$ cat config.mk
export PLATFORM = sky130hd
export DESIGN_NAME = logic_gate_fifo
export DESIGN_NICKNAME = d
export VERILOG_FILES = /design/src/rtl/logic_gate_fifo.sv
export SDC_FILE = /design/constraint.sdc
export NUM_CORES = 1
export LEC_CHECK = 0
export ABC_AREA = 1
export BUFFER_PORTS_ARGS = -buffer_cell sky130_fd_sc_hd__buf_2
export CORE_ASPECT_RATIO = 0.7
export CORE_UTILIZATION = 63
export CTS_CLUSTER_SIZE = 30
export DETAILED_ROUTE_END_ITERATION = 16
export HOLD_SLACK_MARGIN = 0.15
export PLACE_DENSITY = 0.9
export SKIP_CTS_REPAIR_TIMING = 1
export SKIP_LAST_GASP = 1
export SLEW_MARGIN = 15
export SYNTH_ARGS = -nofsm -noshare
export SYNTH_HDL_FRONTEND = slang
export SYNTH_SLANG_ARGS = --single-unit
$ cat constraint.sdc
create_clock -name clk -period 4.1 [get_ports clk]
set_clock_uncertainty 0.15 [all_clocks]
set_input_delay 1.025 -clock clk [delete_from_list [all_inputs] [get_ports clk]]
set_output_delay 1.025 -clock clk [all_outputs]
set_load 0.1 [all_outputs]
$ cat src/rtl/logic_gate_fifo.sv
// logic_gate_fifo: applies one of eight bitwise gate functions to WIDTH-bit operands
// and queues each result in a DEPTH-entry output FIFO.
// Latency: a result reaches y one cycle after the accepting edge if the FIFO was empty.
// Backpressure: in_ready drops when the FIFO is full. A pop in that same cycle does not
// reopen the input until the next cycle.
//
// Ports:
//   clk, rst             rising-edge clock, asynchronous active-high reset
//   in_valid/in_ready    operand handshake; a, b, op are sampled on push
//   op                   0 AND, 1 OR, 2 NAND, 3 NOR, 4 XOR, 5 XNOR, 6 NOT a, 7 BUF a
//   out_valid/out_ready  result handshake; y always shows the head entry
//   y_par                stored XOR-reduction of the head entry when LGU_PARITY_EN is defined,
//                        otherwise tied to 0
//   count                current occupancy, 0..DEPTH
// Build option: define LGU_PARITY_EN to store a parity bit alongside each entry.
module logic_gate_fifo #(
   parameter int WIDTH = 8,
   parameter int DEPTH = 4
) (
   input  logic                     clk,
   input  logic                     rst,
   input  logic                     in_valid,
   output logic                     in_ready,
   input  logic [WIDTH-1:0]         a,
   input  logic [WIDTH-1:0]         b,
   input  logic [2:0]               op,
   output logic                     out_valid,
   input  logic                     out_ready,
   output logic [WIDTH-1:0]         y,
   output logic                     y_par,
   output logic [$clog2(DEPTH):0]   count
);

   localparam int PW = $clog2(DEPTH);
   localparam int CW = PW + 1;

   logic [WIDTH-1:0] mem_q [DEPTH];
   logic [WIDTH-1:0] mem_d [DEPTH];
   logic [PW-1:0]    wr_ptr_q, wr_ptr_d;
   logic [PW-1:0]    rd_ptr_q, rd_ptr_d;
   logic [CW-1:0]    count_q, count_d;
   logic [WIDTH-1:0] f_res;
   logic             push;
   logic             pop;

   // The handshake outputs depend only on registered occupancy, never on this cycle's inputs.
   assign in_ready  = (count_q != CW'(DEPTH));
   assign out_valid = (count_q != '0);
   assign push      = in_valid & in_ready;
   assign pop       = out_valid & out_ready;
   assign y         = mem_q[rd_ptr_q];
   assign count     = count_q;

   always_comb begin
      f_res = '0;
      unique case (op)
         3'd0: f_res = a & b;
         3'd1: f_res = a | b;
         3'd2: f_res = ~(a & b);
         3'd3: f_res = ~(a | b);
         3'd4: f_res = a ^ b;
         3'd5: f_res = ~(a ^ b);
         3'd6: f_res = ~a;
         3'd7: f_res = a;
         default: f_res = '0;
      endcase
   end

   always_comb begin
      mem_d    = mem_q;
      wr_ptr_d = wr_ptr_q;
      rd_ptr_d = rd_ptr_q;
      count_d  = count_q;
      // Memory is written only on push, so X on idle inputs never reaches the storage.
      if (push) begin
         mem_d[wr_ptr_q] = f_res;
         wr_ptr_d = (wr_ptr_q == PW'(DEPTH - 1)) ? '0 : wr_ptr_q + PW'(1);
      end
      if (pop) begin
         rd_ptr_d = (rd_ptr_q == PW'(DEPTH - 1)) ? '0 : rd_ptr_q + PW'(1);
      end
      if (push && !pop) begin
         count_d = count_q + CW'(1);
      end else if (pop && !push) begin
         count_d = count_q - CW'(1);
      end
   end

   always_ff @(posedge clk or posedge rst) begin
      if (rst) begin
         wr_ptr_q <= '0;
         rd_ptr_q <= '0;
         count_q  <= '0;
         for (int i = 0; i < DEPTH; i++) begin
            mem_q[i] <= '0;
         end
      end else begin
         wr_ptr_q <= wr_ptr_d;
         rd_ptr_q <= rd_ptr_d;
         count_q  <= count_d;
         mem_q    <= mem_d;
      end
   end

`ifdef LGU_PARITY_EN
   logic par_q [DEPTH];
   logic par_d [DEPTH];

   always_comb begin
      par_d = par_q;
      if (push) begin
         par_d[wr_ptr_q] = ^f_res;
      end
   end

   always_ff @(posedge clk or posedge rst) begin
      if (rst) begin
         for (int i = 0; i < DEPTH; i++) begin
            par_q[i] <= 1'b0;
         end
      end else begin
         par_q <= par_d;
      end
   end

   assign y_par = par_q[rd_ptr_q];
`else
   assign y_par = 1'b0;
`endif

endmodule
; ---- Word level (Yosys, flattened, before mapping)
; Cells that the tools add are included.
[totals]
wordCells = 54
reg_bits = 39
output_inout_bits = 14
in_bits = 23
[classes]
reduce_logical = 8
bitwise_logic = 11
magnitude_cmp = 3
n_eq_ne = 10
mux = 11
n_addsub = 4
[op_table]
columns = op, n
row1 = $pmux 8 s8, 1
row2 = $bwmux 32, 1
row3 = $not 8->8, 4
row4 = $mux 8, 3
row5 = $bmux 8 s2, 1
row6 = $demux 8 s2, 1
row7 = $eq 3x3->1 const B, 4
row8 = $and 8x8->8, 1
row9 = $or 8x8->8, 1
row10 = $xor 8x8->8, 1
row11 = $eq 3x2->1 const B, 2
row12 = $ge 3x3->1 const B, 2
row13 = $mux 3, 2
row14 = $not 2->3, 2
row15 = $add 2x1->2 const B, 2
row16 = $eq 2x2->1 const B, 2
row17 = $mux 2, 2
row18 = $add 3x1->3 const B, 1
row19 = $eq 3x1->1 const B, 1
row20 = $logic_and 1x1->1, 3
row21 = $logic_not 3->1, 1
row22 = $lt 3x1->1 const B, 1
row23 = $ne 3x3->1 const B, 1
row24 = $reduce_bool 3->1, 1
row25 = other kinds (4), 6

; ---- Longest topological paths before layout
[logic_depth]
word_depth = 6
mapped_depth = 10
depth_no_buf = 10

; ---- Least setup slack after synthesis
; No wires, ideal clock.
[synth_path]
path_type = flip-flop to output port
startpoint = reg rd_ptr_q[0]
endpoint = out y[6]
arrival_ps = 2385
path_slack_ps = 540
stages_incl_launch_ff = 6
cell_sequence = dfrtp_1 > buf_2 > inv_1 > buf_2 > o21ai_0 > o22ai_1
[synth_via]
elab_chain_cells = 4
[synth_lines]
columns = item, line
row1 = start: declaration, 40  ; logic [PW-1:0] rd_ptr_q, rd_ptr_d;
row2 = start signal: assignment, 99  ; rd_ptr_q <= rd_ptr_d;
row3 = $not 2->3 (not written as such), 51  ; assign y = mem_q[rd_ptr_q];
row4 = $bmux 8 s2, 51
row5 = $mux 8 (not written as such) (2 in series), 51
row6 = end: declaration, 29  ; output logic [WIDTH-1:0] y,
; Every way passes these cells. The select of a mux whose other input is x is not followed.

; ---- Worst setup path in the final report
[layout_path]
startpoint = reg rd_ptr_q[0]
endpoint = out y[5]
; Same word-level chain as after synthesis.

==> flow_summary.ini <==
[floorplan]
start_util_pct = 67.60
rows = 20
die_x_um = 84.86
io_pins = 37
design.core.area_um2 = 4479
dieArea_um2 = 5092
die_height_um = 60.01

[routing]
vias_per_cell = 5.805
wl_um = 7219
dr.first_iter.drc_count = 352
dr.pass1.iters = 10
drc = 4
post_drt_wl_per_cell_um = 14.50
postRouteAntennaNets = 0
via_count = 2891

[logic_synthesis]
synth_seq_cells = 39
synth_edf_count = 0
synth_area_leader_cell = dfrtp_1
synthesis.area_um2 = 3028
async_reset_ff_share_pct = 100.0
synth_warnings = 0
synthTopCellsByArea = dfrtp_1, nand2_1, ha_1
ys_types = 28
synth_top_area_share_pct = 32.23
syn_nets = 461
seq_area_frac_synth_pct = 32.23
syn-instance-count = 415
avgSynthCellArea_um2 = 7.296
ys.flop_type = dfrtp_1

[worst_hold_path]
min_to = mem_q[19]
hold_path_depth = 2
min_from = mem_q[19]
hp-class = register to register

[worst_setup_path]
crit_arrival_ps = 2080
cp-end-kind = output pin
worstPathMaxFanout = 19
rrSetupSlack_ps = 1870
critical-path-slowest-cell = dfrtp_1
crit_type = register to output pin
r2r_end = count[2]
start_kind = register
reg2reg_depth = 10
required_ps = 2920
crit_chain = inv_1 > o21ai_0 > o22ai_1 > buf_2
r2r_start = count[0]
crit_path_max_incr_delay_ps = 580

[cts]
cts_tree = done
root_buffer = clkbuf_8
clock-sinks = 39
cts_buffer_depth = 2
numCtsBuffers = 5
clk_pin_slew_ps = 80
cts_max_level = 2
insertion_delay_ps = 300

[timing]
worst_pin_slew_ps = 710.0
setup_ws_ps = 841.5
setup_tns_ps = 0
rsz0062_at_grt = false
max_slew_margin_pct = 52.67
finalSetupViolCount = 0
fmax_mhz = 306.9
hold_viol = 0
post-route-min-period_ps = 3259
finalCritPeriodShare_pct = 79.48
slew_viol_final = 0

[layout]
post_layout_nonfiller_instances = 498
area_growth_pct = 7.397
insertedDiodeCount = 0
final_core_util_pct = 72.60
nets = 488
layout-drive-gt1-share_pct = 15.80

[outcome]
violations = DRC
status = finished with violations

[pwr]
power_density_nw_per_um2 = 783.0
peakVddDrop_mv = 0.6121
power_uw = 2546
leakagePower_uw = 0.001825

[global_route]
grt_overflow = 0
antenna_found_initial = 0
grt_pass1_wl_um = 11960
grt_max_degree = 40
grt_pass1_vias = 2699
grt_usage_pct = 30.64

[job]
drv_cap = 0

[place]
place_ws_ps = 1218
gp_congestion = 0.8105
placed_cells = 490
portBuffers = 35
dpl.hpwl_um = 5138
[how the worst max path moves through the flow]
stage / startpoint / endpoint / slack, ps / depth (start not counted)
finish: rd_ptr_q[0] / y[5] / 840 / 4
global route: rd_ptr_q[0] / y[6] / 660 / 4
CTS: rd_ptr_q[0] / y[5] / 880 / 4
detailed placement: rd_ptr_q[0] / y[5] / 1220 / 4
global placement: rd_ptr_q[0] / y[5] / 1210 / 4
floorplan: rd_ptr_q[0] / y[6] / 540 / 5
[power by group]
| group | total (uW) | internal (uW) | switching (uW) |
|---|---|---|---|
| Clock | 329 | 181 | 148 |
| Combinational | 1530 | 321 | 1200 |
| Sequential | 691 | 557 | 134 |
| Total | 2550 | 1060 | 1490 |
[kinds of logic after synthesis]
logic type | synth area share [%]
buf+inv | 11.28
fa+ha+maj | 9.752
compound gates | 5.620
xor+xnor | 0.5786
simple gates | 40.41
other cells | 0.1238
flops | 32.23
[sequential cells by signal, summed over array words and instances (netlist names)]
name and count:
mem_q 32, count 3, rd_ptr_q 2, wr_ptr_q 2
[layout make-up]
class / instances / area [um^2]
multi-input cells: 307 / 1710
repair buffers: 36 / 182.7
flip-flops and latches: 39 / 975.9
inverters: 53 / 201.4
well taps: 55 / 68.82
clock inverters: 3 / 43.79
fillers: 342 / 1227
clock buffers: 5 / 68.82
[placed cells by master (no fill, tap or decap)]
cell type  instances
inv_2              3
clkinv_2           1
nand3_1           54
buf_4              1
o22ai_1            8
conb_1             1
o21ai_1            1
xnor2_1            1
a21oi_1            4
inv_4              1
ha_1              22
fa_1               1
buf_2             35
nor2_4             5
nand2_2            9
clkinv_4           1
xor2_1             1
o21ai_0           19
nand3b_1           8
nand3_2            5
nand4_1           24
nand2_4            1
clkbuf_8           5
nand2_1          105
inv_1             49
nor2_1            36
bufinv_16          1
nor2_8             2
dfrtp_1           39
[metrics by stage]
stage | hold slack (ps) | area (um^2)
after global routing | 353.6 | 3252
after global placement | 307.4 | 3139
final | 331.7 | 3252
after CTS | 331.9 | 3252
after floorplan | 293.8 | 3028
after detailed placement | 310.2 | 3139
[worst max-delay path, delay by kind of cell, from the launching register on]
family                 cells  cell delay, ps
buffers and inverters      2             910
flip-flops                 1             580
AO/OA/AOI/OAI              2             290
[synthesized netlist by cell type (4+ instances only)]
library cell and instances:
nand2_1 105, nand3b_1 8, nand4_1 24, ha_1 22, nor2_4 5, dfrtp_1 39
a21oi_1 4, buf_6 5, o22ai_1 8, nand2_2 9, nand3_2 5, nand3_1 54
inv_1 49, o21ai_0 19, nor2_1 36, buf_4 6
[routing by layer]
layer	wire length (um)	vias to the layer above	GRT usage [%]
met2	3431	126	53.31
met5	0	-	0
met4	107	0	11.14
met3	460	14	5.110
li1	-	1404	-
met1	3219	1347	39.42
(Power assumes the default switching activity.)
